==> config.mk <==
export PLATFORM = sky130hd
export DESIGN_NAME = uart_rx_buffered
export DESIGN_NICKNAME = d
export VERILOG_FILES = /design/src/rtl/uart_pkg.sv /design/src/rtl/uart_sync_fifo.sv /design/src/rtl/uart_rx_buffered.sv
export SDC_FILE = /design/constraint.sdc
export NUM_CORES = 1
export LEC_CHECK = 0
export CORE_UTILIZATION = 40
export CTS_CLUSTER_SIZE = 16
export DETAILED_ROUTE_END_ITERATION = 12
export HOLD_SLACK_MARGIN = 0.1
export RECOVER_POWER = 50
export SYNTH_ARGS = -nofsm -noshare
export SYNTH_HDL_FRONTEND = slang
export SYNTH_SLANG_ARGS = --single-unit
==> constraint.sdc <==
create_clock -name clk -period 2.8 [get_ports clk]
set_input_delay 0.42 -clock clk [delete_from_list [all_inputs] [get_ports clk]]
set_output_delay 0.42 -clock clk [all_outputs]
set_load 0.01 [all_outputs]
==> src/rtl/uart_pkg.sv <==
// uart_pkg: shared UART definitions for the receive and transmit paths.
//   uart_state_t  - receiver FSM states (PARITY only with UART_RX_PARITY_EN)
//   uart_baud_div - clock cycles per bit, integer-truncated
package uart_pkg;

`ifdef UART_RX_PARITY_EN
    typedef enum logic [2:0] {IDLE, START, DATA, PARITY, STOP, WAIT_IDLE} uart_state_t;
`else
    typedef enum logic [2:0] {IDLE, START, DATA, STOP, WAIT_IDLE} uart_state_t;
`endif

    function automatic int uart_baud_div(input int clk_hz, input int baud);
        return clk_hz / baud;
    endfunction

endpackage

==> src/rtl/uart_sync_fifo.sv <==
// uart_sync_fifo: circular FIFO with show-ahead head word and arbitrary depth.
//   clk, reset    - clock, synchronous active-high reset
//   push, din     - write din when not full (or when popping in the same cycle)
//   pop           - drop head word; ignored while empty
//   head          - current head word, zero while empty
//   full, empty   - occupancy flags
module uart_sync_fifo #(
    parameter int WIDTH = 8,
    parameter int DEPTH = 4
) (
    input  logic             clk,
    input  logic             reset,
    input  logic             push,
    input  logic             pop,
    input  logic [WIDTH-1:0] din,
    output logic [WIDTH-1:0] head,
    output logic             full,
    output logic             empty
);
    localparam int PW = DEPTH > 1 ? $clog2(DEPTH) : 1;
    localparam int CW = $clog2(DEPTH + 1);

    logic [WIDTH-1:0] mem [DEPTH];
    logic [PW-1:0]    wr_ptr, rd_ptr;
    logic [CW-1:0]    count;
    logic             do_push, do_pop;

    // A full FIFO still accepts a word when the head leaves in the same cycle.
    assign do_pop  = pop && !empty;
    assign do_push = push && (!full || do_pop);
    assign full    = count == CW'(DEPTH);
    assign empty   = count == '0;
    assign head    = empty ? '0 : mem[rd_ptr];

    always_ff @(posedge clk) begin
        if (do_push)
            mem[wr_ptr] <= din;
    end

    always_ff @(posedge clk) begin
        if (reset) begin
            wr_ptr <= '0;
            rd_ptr <= '0;
            count  <= '0;
        end else begin
            if (do_push)
                wr_ptr <= wr_ptr == PW'(DEPTH - 1) ? '0 : wr_ptr + PW'(1);
            if (do_pop)
                rd_ptr <= rd_ptr == PW'(DEPTH - 1) ? '0 : rd_ptr + PW'(1);
            count <= count + CW'(do_push) - CW'(do_pop);
        end
    end

endmodule

==> src/rtl/uart_rx_buffered.sv <==
// uart_rx_buffered: UART receiver (LSB first, one stop bit) feeding a show-ahead FIFO.
//   clk, reset    - clock, synchronous active-high reset
//   rx_serial     - asynchronous serial line, idle high
//   read_enable   - pop head word while data_valid
//   output_data   - FIFO head word (zero while empty)
//   data_valid    - FIFO not empty
//   fifo_full     - FIFO holds MAX_ELEMENTS words
//   frame_error   - one-cycle pulse: bad stop bit (or bad parity)
//   overflow      - one-cycle pulse: good word dropped, FIFO full
// Build option: define UART_RX_PARITY_EN for an even-parity bit after the data bits.
module uart_rx_buffered
    import uart_pkg::*;
#(
    parameter int CLK_FREQUENCY = 50_000_000,
    parameter int BAUD_RATE     = 115_200,
    parameter int DATA_BITS     = 7,
    parameter int MAX_ELEMENTS  = 10
) (
    input  logic                 clk,
    input  logic                 reset,
    input  logic                 rx_serial,
    input  logic                 read_enable,
    output logic [DATA_BITS-1:0] output_data,
    output logic                 data_valid,
    output logic                 fifo_full,
    output logic                 frame_error,
    output logic                 overflow
);
    localparam int DIV  = uart_baud_div(CLK_FREQUENCY, BAUD_RATE);
    localparam int HALF = DIV / 2;
    localparam int CW   = $clog2(DIV);
    localparam int BW   = $clog2(DATA_BITS + 1);

    uart_state_t          state, state_n;
    logic                 rx_meta, rx_sync;
    logic [CW-1:0]        cnt, cnt_n;
    logic [BW-1:0]        bit_idx, bit_n;
    logic [DATA_BITS-1:0] word, word_n;
    logic                 push, fe_n, ov_n, tick, full, empty;
`ifdef UART_RX_PARITY_EN
    logic                 par_err, par_n;
`endif

    uart_sync_fifo #(.WIDTH(DATA_BITS), .DEPTH(MAX_ELEMENTS)) u_fifo (
        .clk   (clk),
        .reset (reset),
        .push  (push),
        .pop   (read_enable),
        .din   (word),
        .head  (output_data),
        .full  (full),
        .empty (empty)
    );

    assign data_valid = !empty;
    assign fifo_full  = full;
    // cnt counts cycles since the previous sample; the start sample lands mid-bit.
    assign tick = cnt == CW'((state == START ? HALF : DIV) - 1);

    always_ff @(posedge clk) begin
        if (reset) begin
            rx_meta     <= 1'b1;
            rx_sync     <= 1'b1;
            state       <= IDLE;
            cnt         <= '0;
            bit_idx     <= '0;
            word        <= '0;
            frame_error <= 1'b0;
            overflow    <= 1'b0;
`ifdef UART_RX_PARITY_EN
            par_err     <= 1'b0;
`endif
        end else begin
            rx_meta     <= rx_serial;
            rx_sync     <= rx_meta;
            state       <= state_n;
            cnt         <= cnt_n;
            bit_idx     <= bit_n;
            word        <= word_n;
            frame_error <= fe_n;
            overflow    <= ov_n;
`ifdef UART_RX_PARITY_EN
            par_err     <= par_n;
`endif
        end
    end

    always_comb begin
        state_n = state;
        cnt_n   = tick ? '0 : cnt + CW'(1);
        bit_n   = bit_idx;
        word_n  = word;
        push    = 1'b0;
        fe_n    = 1'b0;
        ov_n    = 1'b0;
`ifdef UART_RX_PARITY_EN
        par_n   = par_err;
`endif
        case (state)
            IDLE: begin
                cnt_n = '0;
                bit_n = '0;
                if (!rx_sync)
                    state_n = START;
            end
            START: begin
                if (tick)
                    state_n = rx_sync ? IDLE : DATA;
            end
            DATA: begin
                if (tick) begin
                    word_n = DATA_BITS'({rx_sync, word} >> 1);
                    bit_n  = bit_idx + BW'(1);
                    if (bit_idx == BW'(DATA_BITS - 1))
`ifdef UART_RX_PARITY_EN
                        state_n = PARITY;
`else
                        state_n = STOP;
`endif
                end
            end
`ifdef UART_RX_PARITY_EN
            PARITY: begin
                if (tick) begin
                    par_n   = rx_sync ^ (^word);
                    state_n = STOP;
                end
            end
`endif
            STOP: begin
                if (tick) begin
                    state_n = rx_sync ? IDLE : WAIT_IDLE;
                    if (!rx_sync)
                        fe_n = 1'b1;
`ifdef UART_RX_PARITY_EN
                    else if (par_err)
                        fe_n = 1'b1;
`endif
                    else if (full && !read_enable)
                        ov_n = 1'b1;
                    else
                        push = 1'b1;
                end
            end
            WAIT_IDLE: begin
                // Stay here through a break so a held-low line is not taken as a new start.
                cnt_n = '0;
                if (rx_sync)
                    state_n = IDLE;
            end
            default: state_n = IDLE;
        endcase
    end

endmodule
---- After elaboration in Yosys (flattened, before gate mapping) ----
Memory sizes are Yosys's and may differ from the RTL's. A register that Yosys moved wholly into a read port is not among the register bits.
Index checks and enable logic that the tools add are counted.
operators by class
  add/subtract/negate cells ............... 7
  equal/unequal tests ..................... 15
  mux-type cells .......................... 25
  bitwise logic cells ..................... 3
  reduce and logical (&&, ||, !) cells .... 16
operator list
  cell                                                 count
  2-to-1 mux 3 bit                                     8
  2-to-1 mux 4 bit                                     4
  one-hot mux 3 bit (5 select lines)                   1
  equality test 4 bit, second input constant           3
  != test 2 bit, second input constant                 6
  adder 9 x 1 -> 9 bit, second input constant          1
  equality test 9 bit                                  1
  2-to-1 mux 9 bit                                     1
  subtractor 9 x 1 -> 9 bit, second input constant     1
  adder 4 x 1 -> 4 bit, second input constant          2
  2-to-1 mux 1 bit                                     8
  OR reduction 4 bit                                   2
  2-to-1 mux 7 bit                                     1
  equality test 3 x 2 -> 1 bit, second input constant  2
  equality test 3 bit, second input constant           2
  one-hot mux 3 bit (2 select lines)                   1
  AND reduction 6 bit                                  1
  adder 4 x 1 -> 4 bit                                 1
  logical NOT 4 bit                                    1
  AND reduction 2 bit                                  2
  subtractor 4 x 1 -> 4 bit                            1
  adder 3 x 1 -> 3 bit, second input constant          1
  equality test 3 x 1 -> 1 bit, second input constant  1
  logical AND 1 bit                                    3
  7 further kinds                                      11
word-level totals
  register bits after elaboration ......... 38
  memory bits (writable) .................. 70
  input bits .............................. 4
  output and inout bits ................... 11
  memories kept ........................... 1
memory list
  memory      words  width  read ports  clocked after Yosys merged registers in  write ports  RTL line              RTL
  u_fifo.mem  10     7      1           1                                        1            uart_sync_fifo.sv:23  logic [WIDTH-1:0] mem [DEPTH];

---- Depth between registers and ports, before layout ----
Gate-level depths: netlist of run 1.
  depth in word-level cells ............... 9
  gate-level depth with buffers ........... 13
  gate-level depth less buffers ........... 12

---- Hierarchy ----
From an unflattened synthesis of run 1, not the netlist that was laid out.
second synthesis, totals
  cell total of the unflattened synthesis .. 336
  area total of the unflattened synthesis .. 4,634.4 um^2
modules (own cells, without submodules)
  module            instances  cells each  area an instance (um^2)
  uart_sync_fifo    1          208         3,470.8
  uart_rx_buffered  1          128         1,163.6

---- Least setup slack after synthesis of run 1 ----
OpenSTA, ideal clock, no wires.
  path kind ............................... reg2reg
  start point ............................. register u_fifo.count[2]
  end point ............................... register u_fifo.count[2]
  arrival time ............................ 2.236 ns
  path slack .............................. 0.437 ns
  stages on the path, launching flop included .. 14
  path buffers ............................ 1
  clock period less this slack ............ 2.363 ns
  cell sequence ........................... dfxtp_1 -> inv_1 -> ha_1 -> and3_1 -> clkbuf_1 -> inv_2 -> and2_1 -> ha_1 -> inv_1 -> ha_1 -> inv_1 -> fa_1 -> xor2_1 -> nor2_1
on the way
  elaborated cells on any way between the ends .. 14
  classes of those cells .................. add/sub: 2; eq/ne: 1; mux: 4; reduce/logical: 7
RTL lines
  item                           RTL line                RTL
  from (decl)                    uart_sync_fifo.sv:25    logic [CW-1:0] count;
  from (signal assigned)         uart_sync_fifo.sv:50    count <= count + CW'(do_push) - CW'(do_pop);
  logical NOT 4 bit (*)          uart_sync_fifo.sv:32    assign empty = count == '0;
  logical NOT 1 bit (*)          n/a
  net data_valid                 uart_rx_buffered.sv:24  output logic data_valid,
  logical AND 1 bit (*)          uart_sync_fifo.sv:29    assign do_pop = pop && !empty;
  net u_fifo.do_pop              uart_sync_fifo.sv:26    logic do_push, do_pop;
  logical OR 1 bit               uart_sync_fifo.sv:30    assign do_push = push && (!full || do_pop);
  logical AND 1 bit              uart_sync_fifo.sv:30
  adder 4 x 1 -> 4 bit           uart_sync_fifo.sv:50
  subtractor 4 x 1 -> 4 bit (*)  uart_sync_fifo.sv:50
The timed path passes the listed nets; every way through them passes the cells marked *.
A chain may end at the register's enable or synchronous reset.

==> results of run 1 <==
cell usage in the layout (no fill, tap or decap), types with 7 or more instances in the layout:
cell type and n:
edfxtp_1 70, dfxtp_1 41, nor2_1 19, nor3_1 17, mux2i_1 15, mux4_2 14
a211oi_1 14, buf_4 14, nor2b_1 13, nand2_1 11, inv_1 11, ha_1 9
clkbuf_16 9, o21ai_0 7, dlygate4sd2_1 7
path summary, 6_finish.rpt:
check,startpoint,endpoint,slack [ns],cells past startpoint
setup / recovery,flop,output_data[3],0.19,5
hold / removal,rx_meta$_SDFF_PP1_,rx_sync$_SDFF_PP1_,0.41,1
setup reg to reg,u_fifo.count[2]$_SDFF_PP0_,u_fifo.count[2]$_SDFF_PP0_,0.46,12
hold reg to reg,rx_meta$_SDFF_PP1_,rx_sync$_SDFF_PP1_,0.41,1
timing repair:
item	CTS	global route
setup endpoints to repair	7	0
resized for setup	8	0
buffers inserted	0	0
report_power, final:
| group | internal [µW] | leakage [µW] | switching (µW) |
|---|---|---|---|
| clock network | 797 | 0.000157 | 592 |
| logic | 488 | 0.000699 | 405 |
| registers | 1780 | 0.000989 | 64.1 |
flip-flops by register name, summed over array words and instances, names as in the netlist, named ones only:
register	flops
bit_idx	3
u_fifo.count	4
overflow	1
u_fifo.mem	70
cnt	9
rx_meta	1
word	7
state	3
u_fifo.rd_ptr	4
u_fifo.wr_ptr	4
frame_error	1
rx_sync	1
layer usage:
| layer | vias up | share of wire [%] | track usage, % |
|---|---|---|---|
| li1 | 1350 | - | - |
| met1 | 1370 | 46 | 20.85 |
| met2 | 39 | 50 | 26.43 |
| met3 | 12 | 2.8 | 3.410 |
| met4 | 0 | 1.3 | 4.952 |
| met5 | - | 0 | 0 |
critical path: cells and delay by family (launching register included):
| kind | cells | cell delay (ns) |
|---|---|---|
| AO/OA/AOI/OAI | 2 | 0.32 |
| multiplexers | 1 | 0.52 |
| flip-flops | 1 | 0.39 |
| buffers and inverters | 2 | 0.62 |
per-stage QoR:
step | cells | worst slack (ns) | power [µW] | area [µm²] | util (%)
after floorplan | 339 | 0.4366 | 2453 | 4668 | -
after global placement | 498 | 0.2952 | 2763 | 5055 | 44.27
after detailed placement | 498 | 0.2626 | 2779 | 5055 | 44.27
after CTS | 514 | 0.1622 | 4177 | 5409 | 47.37
after global routing | 514 | 0.05391 | 4326 | 5401 | 47.30
final | 514 | 0.1931 | 4129 | 5401 | 47.30
kinds of logic after synthesis:
family / after synthesis
mux: 29
xor+xnor: 11
fa+ha+maj: 10
simple gates: 109
buf+inv: 27
flops: 112
compound gates: 41
final cells by class:
cell class | count | area (µm²)
Clock buffer | 9 | 225.2
Clock inverter | 6 | 103.9
Fill cell | 1018 | 6017
Inverter | 12 | 45.04
Multi-Input combinational cell | 200 | 1608
Sequential cell | 112 | 2944
Tap cell | 143 | 178.9
Timing Repair Buffer | 32 | 296.5
==> flow_summary.ini, run 1 <==
[sta]
finalSetupViolCount = 0
finClkSkew_ns = 0.007113
worstMarginPinSlew_ns = 1.127
worst_hold_slack_ns = 0.4104
rsz0062_at_grt = false
fmax_mhz = 383.6
hold_viol = 0
slew_violations = 0
fin_tns_setup_ns = 0
post-route-period-util_pct = 93.10
max_slew_margin_pct = 24.90
min_period_ns = 2.607

[synth]
synth_simple_gate_area_share_pct = 13.40
synthTopCellsByArea = edfxtp_1 (45%), dfxtp_1 (18%), mux4_2 (6.8%)
synthMuxAreaShare_pct = 9.971
syn_area_per_cell_um2 = 13.77
synthCells = 339
yosysTopAreaCellShare_pct = 45.03
synth_seq_cells = 112
ys.flop_type = edfxtp_1
synth_top_family_by_area = simple AND/OR/NAND/NOR gates
netlist_area_um2 = 4668
yosys-top-cells-count = edfxtp_1 (70), dfxtp_1 (42), nor2_1 (19)
synth_top_area_cell = edfxtp_1
ys.warnings.count = 0
async_flop_share_pct = 0
synth.net_count = 353
synth-xor-area-share_pct = 2.064
synth_compound_area_share_pct = 6.165
synth_fa_ha_area_share_pct = 2.841
synth_edf_count = 70
yosysMostFrequentCell = edfxtp_1
synth_cell_types = 47
synth_seq_area_share_pct = 63.04

[clock_network]
clk_latency_ns = 0.34
clk_pin_slew_worst_paths_ns = 0.07
clock-sinks = 112
root_buffer = clkbuf_16
cts_buffers = 9
htree_levels = 3
cts_hold_buffers = 0
tritoncts = yes
clockBufferDepth = 2

[route]
drc_errors = 0
wl_um = 8808
drtIter0Drc = 107
num_vias = 2771
routed_via_density = 5.391
ant_nets = 0
firstDrtPassIters = 6
wl_per_cell_um = 17.14

[global_route]
grt_start_max_net_pins = 26
grt-ovfl-total = 0
grt.total_usage_pct = 15.91
antenna_found_initial = 0
grt_pass1_wl_um = 14000
grt_pass1_vias = 2629

[pwr]
p_leak_uw = 0.001844
ir_drop_v = 0.0003935
cellPowerDensity_nw_per_um2 = 764.4

[floorplanning]
core_area_um2 = 11420
ios = 15
start_util_pct = 40.88
die_x_um = 110.0
row_count = 39
dieArea_um2 = 12110
die_h_um = 110.0

[place]
hpwl_um = 5580
gp_congestion = 0.7477
io_buffers = 14

[critical_path]
cp_max_fo = 10
cp-start-kind = flop
crit_arrival_ns = 2.19
crit_path_cell_trace = bufbuf_16 > mux4_2 > a211oi_1 > a211oi_1 > dlygate4sd2_1
crit_required_ns = 2.38
critPathCaptureType = primary output
critPathMostFrequentCell = a211oi_1
criticalPathCategory = reg -> out
critPathMaxStageDelay_ns = 0.52
cpMaxStageDelayCell = mux4_2

[run_status]
status = finished clean

[layout]
syn_to_final_growth_pct = 15.71
drive_gt1_share_pct = 14.56
layout.nets = 381
diodes = 0

[flow_run]
maxCapViolCount = 0

[hold_path]
hold_path.class = reg -> reg
No activity file was read; power rests on OpenSTA's default activity.
==> run 2: changes to the inputs <==
--- a/config.mk
+++ b/config.mk
@@ -10,6 +10,8 @@
 export DETAILED_ROUTE_END_ITERATION = 12
 export HOLD_SLACK_MARGIN = 0.1
 export RECOVER_POWER = 50
+export REMOVE_ABC_BUFFERS = 1
+export SETUP_SLACK_MARGIN = 0.15
 export SYNTH_ARGS = -nofsm -noshare
 export SYNTH_HDL_FRONTEND = slang
 export SYNTH_SLANG_ARGS = --single-unit
==> flow_summary.ini, run 2 (same netlist as run 1, synthesis figures left out) <==
[run_status]
status = finished clean

[hold_path]
hold_start = rx_meta$_SDFF_PP1_
min_to = rx_sync$_SDFF_PP1_
hold_path.class = reg -> reg
min_path_cells = 1

[route]
wl_um = 9328
routed_via_density = 5.511
drtIter0Drc = 136
num_vias = 2849
ant_nets = 0
firstDrtPassIters = 4
wl_per_cell_um = 18.04
drc_errors = 0

[floorplanning]
ios = 15
start_util_pct = 40.88
dieArea_um2 = 12110
die_h_um = 110.0
die_x_um = 110.0
row_count = 39
core_area_um2 = 11420

[sta]
worstMarginPinSlew_ns = 1.069
worst_hold_slack_ns = 0.4242
max_slew_margin_pct = 28.00
post-route-period-util_pct = 91.66
min_period_ns = 2.566
hold_viol = 0
rsz0062_at_grt = false
finClkSkew_ns = 0.01017
setup_slack_ns = 0.2336
finalSetupViolCount = 0
fmax_mhz = 389.7
slew_violations = 0
fin_tns_setup_ns = 0

[critical_path]
cpMaxStageDelayCell = mux4_2
rrSetupSlack_ns = 0.36
critPathCaptureType = primary output
cp-start-kind = flop
critPathMostFrequentCell = a211oi_1
cp_max_fo = 10
crit_path_cell_trace = bufbuf_16 > mux4_2 > a211oi_1 > a211oi_1 > clkdlybuf4s15_1
critPathMaxStageDelay_ns = 0.52
regToRegStartpoint = u_fifo.count[2]$_SDFF_PP0_
criticalPathCategory = reg -> out
worstRegToRegCells = 12
crit_arrival_ns = 2.15
crit_required_ns = 2.38
worst_r2r_endpoint = u_fifo.count[3]$_SDFF_PP0_

[global_route]
grt_pass1_vias = 2813
grt_start_max_net_pins = 21
grt_pass1_wl_um = 14580
grt.total_usage_pct = 16.82
antenna_found_initial = 0
grt-ovfl-total = 0

[layout]
regMostFlops = u_fifo.mem
final_area_um2 = 5391
drive_gt1_share_pct = 14.97
fillers = 1030
layout.nets = 383
reg_top3 = u_fifo.mem (70), cnt (9), word (7)
final_common_cell = edfxtp_1
largest_reg_flops = 70
diodes = 0
syn_to_final_growth_pct = 15.49
utilization_pct = 47.22
layout_common_cells = edfxtp_1 (70), dfxtp_1 (41), nor2_1 (19)

[place]
hpwl_um = 5969
dpl_cell_area_um2 = 5055
preCtsSetupSlack_ns = 0.2445
io_buffers = 14
gp_congestion = 0.7753

[clock_network]
clk_latency_ns = 0.35
tritoncts = yes
clock-sinks = 112
cts_buffers = 9
clk_pin_slew_worst_paths_ns = 0.07
clockBufferDepth = 2
cts_hold_buffers = 0
root_buffer = clkbuf_16
htree_levels = 3

[pwr]
cellPowerDensity_nw_per_um2 = 750.2
p_leak_uw = 0.001839
ir_drop_v = 0.0003395

[flow_run]
maxCapViolCount = 0
==> run 2: changes by cell type in the layout (fill, tap and decap cells not counted), sizes merged <==
cell           change
inv                +1
buf                +2
clkinv             +2
clkbuf             +1
dlygate4sd2        -5
bufinv             -2
clkdlybuf4s15      +4
==> run 2: stage by stage <==
stage               instances  total power (µW)
finish                    517              4045
global placement          498              2766
CTS                       515              4023
global route              517              4230
detailed placement        498              2791
floorplan                 324              2426
==> run 2: cell type report <==
class	count	area, µm²	area share, %
tap	143	178.9	3.319
clock inverter	7	60.06	1.114
clock buffer	9	225.2	4.177
multi-input combinational	200	1602	29.71
timing repair buffer	34	334.1	6.196
inverter	12	45.04	0.8355
sequential	112	2947	54.65
==> run 2: worst max-delay path, delay by kind of cell, from the launching register on <==
kind / cells / cell delay (ns)
compound gates: 2 / 0.33
mux: 1 / 0.52
buf+inv: 2 / 0.56
flops: 1 / 0.39
==> run 2: report_power, final <==
group          leakage [µW]  internal, µW  total, µW  switching [µW]
clock              0.000137           620       1220             604
combinational      0.000712           534        968             435
sequential         0.000989          1790       1850            67.0
==> run 2: worst max path at each step <==
| stage | end | cells past startpoint | slack (ns) | start |
|---|---|---|---|---|
| global placement | u_fifo.count[1]$_SDFF_PP0_ | 9 | 0.27 | read_enable |
| finish | output_data[1] | 5 | 0.23 | flop |
| global route | output_data[1] | 5 | 0.16 | flop |
| detailed placement | u_fifo.mem[1][0]$_DFFE_PP_ | 7 | 0.24 | read_enable |
| floorplan | output_data[0] | 4 | 0.34 | flop |
| CTS | output_data[5] | 6 | 0.15 | flop |
==> run 2: what timing repair did <==
action                                  CTS  global route
gates cloned                              1             1
setup buffers                             0             1
endpoints found under the setup margin    7             7
pin swaps                                 0             2
gates resized for setup                   8            10
==> run 2: routing by layer <==
metal | track usage, % | share of wire, % | vias up
li1 | - | - | 1358
met1 | 21.53 | 47 | 1434
met2 | 27.81 | 48 | 41
met3 | 3.880 | 2.7 | 16
met4 | 6.286 | 1.8 | 0
met5 | 0 | 0 | -
==> run 3: changes to the inputs <==
--- a/config.mk
+++ b/config.mk
@@ -5,6 +5,7 @@
 export SDC_FILE = /design/constraint.sdc
 export NUM_CORES = 1
 export LEC_CHECK = 0
+export CORE_MARGIN = 4
 export CORE_UTILIZATION = 40
 export CTS_CLUSTER_SIZE = 16
 export DETAILED_ROUTE_END_ITERATION = 12
==> constraint.sdc (replaced) <==
create_clock -name clk -period 2.6 [get_ports clk]
set_input_delay 0.39 -clock clk [delete_from_list [all_inputs] [get_ports clk]]
set_output_delay 0.39 -clock clk [all_outputs]
set_load 0.01 [all_outputs]
==> flow_summary.ini, run 3 (same netlist as run 1, synthesis figures left out) <==
[layout]
fillers = 1048
regMostFlops = u_fifo.mem
diodes = 0
syn_to_final_growth_pct = 16.70
largest_reg_flops = 70
reg_top3 = u_fifo.mem (70), cnt (9), word (7)
layout.nets = 390
drive_gt1_share_pct = 20.47
final_area_um2 = 5448
final_common_cell = edfxtp_1
layout_common_cells = edfxtp_1 (70), dfxtp_1 (41), buf_4 (23)

[clock_network]
clk_pin_slew_worst_paths_ns = 0.08
cts_buffers = 9
htree_levels = 3
clk_latency_ns = 0.35
clockBufferDepth = 2
cts_hold_buffers = 0
root_buffer = clkbuf_16
clock-sinks = 112
tritoncts = yes

[global_route]
grt.total_usage_pct = 14.66
grt-ovfl-total = 0
grt_pass1_vias = 2859
grt_start_max_net_pins = 26
grt_pass1_wl_um = 14970
antenna_found_initial = 0

[sta]
rsz0062_at_grt = true
finClkSkew_ns = 0.01055
fmax_mhz = 423.1
finalSetupViolCount = 0
slew_violations = 0
worstMarginPinSlew_ns = 1.161
post-route-period-util_pct = 90.89
fin_tns_setup_ns = 0
min_period_ns = 2.363
hold_viol = 0
max_slew_margin_pct = 22.57

[pwr]
p_leak_uw = 0.001876
comb_power_share_pct = 23.3
seq_power_share_pct = 45.7
clockPowerShare_pct = 31.0
total_power_uw = 4365
ir_drop_v = 0.0003555
switching_power_uw = 1203
cellPowerDensity_nw_per_um2 = 801.2
p_int_uw = 3162
p_sw_share_pct = 27.55

[run_status]
status = finished clean

[floorplanning]
core_area_um2 = 11420
die_h_um = 116.0
row_count = 39
start_util_pct = 40.88
dieArea_um2 = 13460
die_x_um = 116.0
ios = 15

[critical_path]
cp_max_fo = 6
path_delay_family = multiplexers
critPathMaxStageDelay_ns = 0.52
critPathCaptureType = primary output
cp-start-kind = flop
crit_buf_inv = 3
crit_cells = 6
worstRegToRegCells = 4
criticalPathCategory = reg -> out
crit_arrival_ns = 1.97
cpMaxStageDelayCell = mux4_2
crit_required_ns = 2.21
crit_path_cell_trace = buf_12 > buf_4 > mux4_2 > a211oi_2 > a211oi_1 > buf_2

[route]
drc_errors = 0
drtIter0Drc = 185
wl_per_cell_um = 17.65
routed_via_density = 5.382
num_vias = 2820
ant_nets = 0
wl_um = 9249
firstDrtPassIters = 4

[hold_path]
min_path_cells = 1
hold_path.class = reg -> reg

[place]
gp_congestion = 0.7611
io_buffers = 14
hpwl_um = 5944
dpl_cell_area_um2 = 5097

[flow_run]
maxCapViolCount = 0
==> run 3: cell types whose count changed in the layout (fill, tap and decap cells not counted), moves of 2 or more <==
| cell | previous run | this run |
|---|---|---|
| buf_2 | 0 | 6 |
| inv_6 | 1 | 3 |
| buf_4 | 16 | 23 |
| dlygate4sd2_1 | 2 | 0 |
| clkdlybuf4s15_1 | 4 | 0 |
| a211oi_1 | 12 | 7 |
| a211oi_2 | 2 | 7 |
==> run 3: layout make-up <==
class                      count  area, µm²  area share (%)
clock buffer                   9      225.2           4.134
inverter                      12      45.04          0.8268
multi-input combinational    200       1639           30.09
sequential                   112       2947           54.09
tap                          143      178.9           3.284
timing repair buffer          41      346.6           6.362
clock inverter                 7      66.31           1.217
==> run 3: worst register-to-register path: cells and delay by family (launching register included) <==
family | cells | cell delay (ns)
AO/OA/AOI/OAI | 1 | 0.75
AND/OR/NAND/NOR | 2 | 0.73
flip-flops | 1 | 0.47
multiplexers | 1 | 0.27
==> run 3: repair_timing <==
item / CTS / global route
setup endpoints to repair: 7 / 8
cloned: 0 / 1
pin swaps: 4 / 5
gates resized for setup: 27 / 11
setup buffers: 4 / 1
==> run 3: power by group through the flow <==
stage	combinational (µW)	clock, µW	sequential (µW)
2_1_floorplan	550	0	2060
4_1_cts	987	1380	1980
6_report	1020	1350	1990
3_5_place_dp	982	0	2020
3_3_place_gp	973	0	2020
5_1_grt	1150	1460	2000
==> run 3: worst paths after layout <==
path,startpoint,end,slack [ns]
setup / recovery,flop,output_data[4],0.24
hold / removal,rx_meta$_SDFF_PP1_,rx_sync$_SDFF_PP1_,0.41
setup reg to reg,state[0]$_SDFFE_PP0P_,state[0]$_SDFFE_PP0P_,0.30
hold reg to reg,rx_meta$_SDFF_PP1_,rx_sync$_SDFF_PP1_,0.41
==> run 3: stage by stage <==
stage / utilization, % / cells / hold WS (ns) / setup WS [ns]
final: 47.71 / 524 / 0.4115 / 0.2368
after CTS: 47.44 / 522 / 0.4119 / 0.08035
after floorplan: - / 324 / 0.3895 / 0.1688
after detailed placement: 44.64 / 502 / 0.3938 / 0.1287
after global placement: 44.64 / 502 / 0.3957 / 0.1703
after global routing: 47.71 / 524 / 0.4259 / 0.07517
==> run 3: layer usage <==
metal  GRT usage [%]  part of all wire (%)  wire (µm)  vias to the layer above
li1                -                     -          -                     1369
met1           18.60                    45       4153                     1396
met2           25.12                    52       4789                       49
met3           3.812                   2.4        224                        6
met4           3.712                  0.89         82                        0
met5               0                     0          0                        -
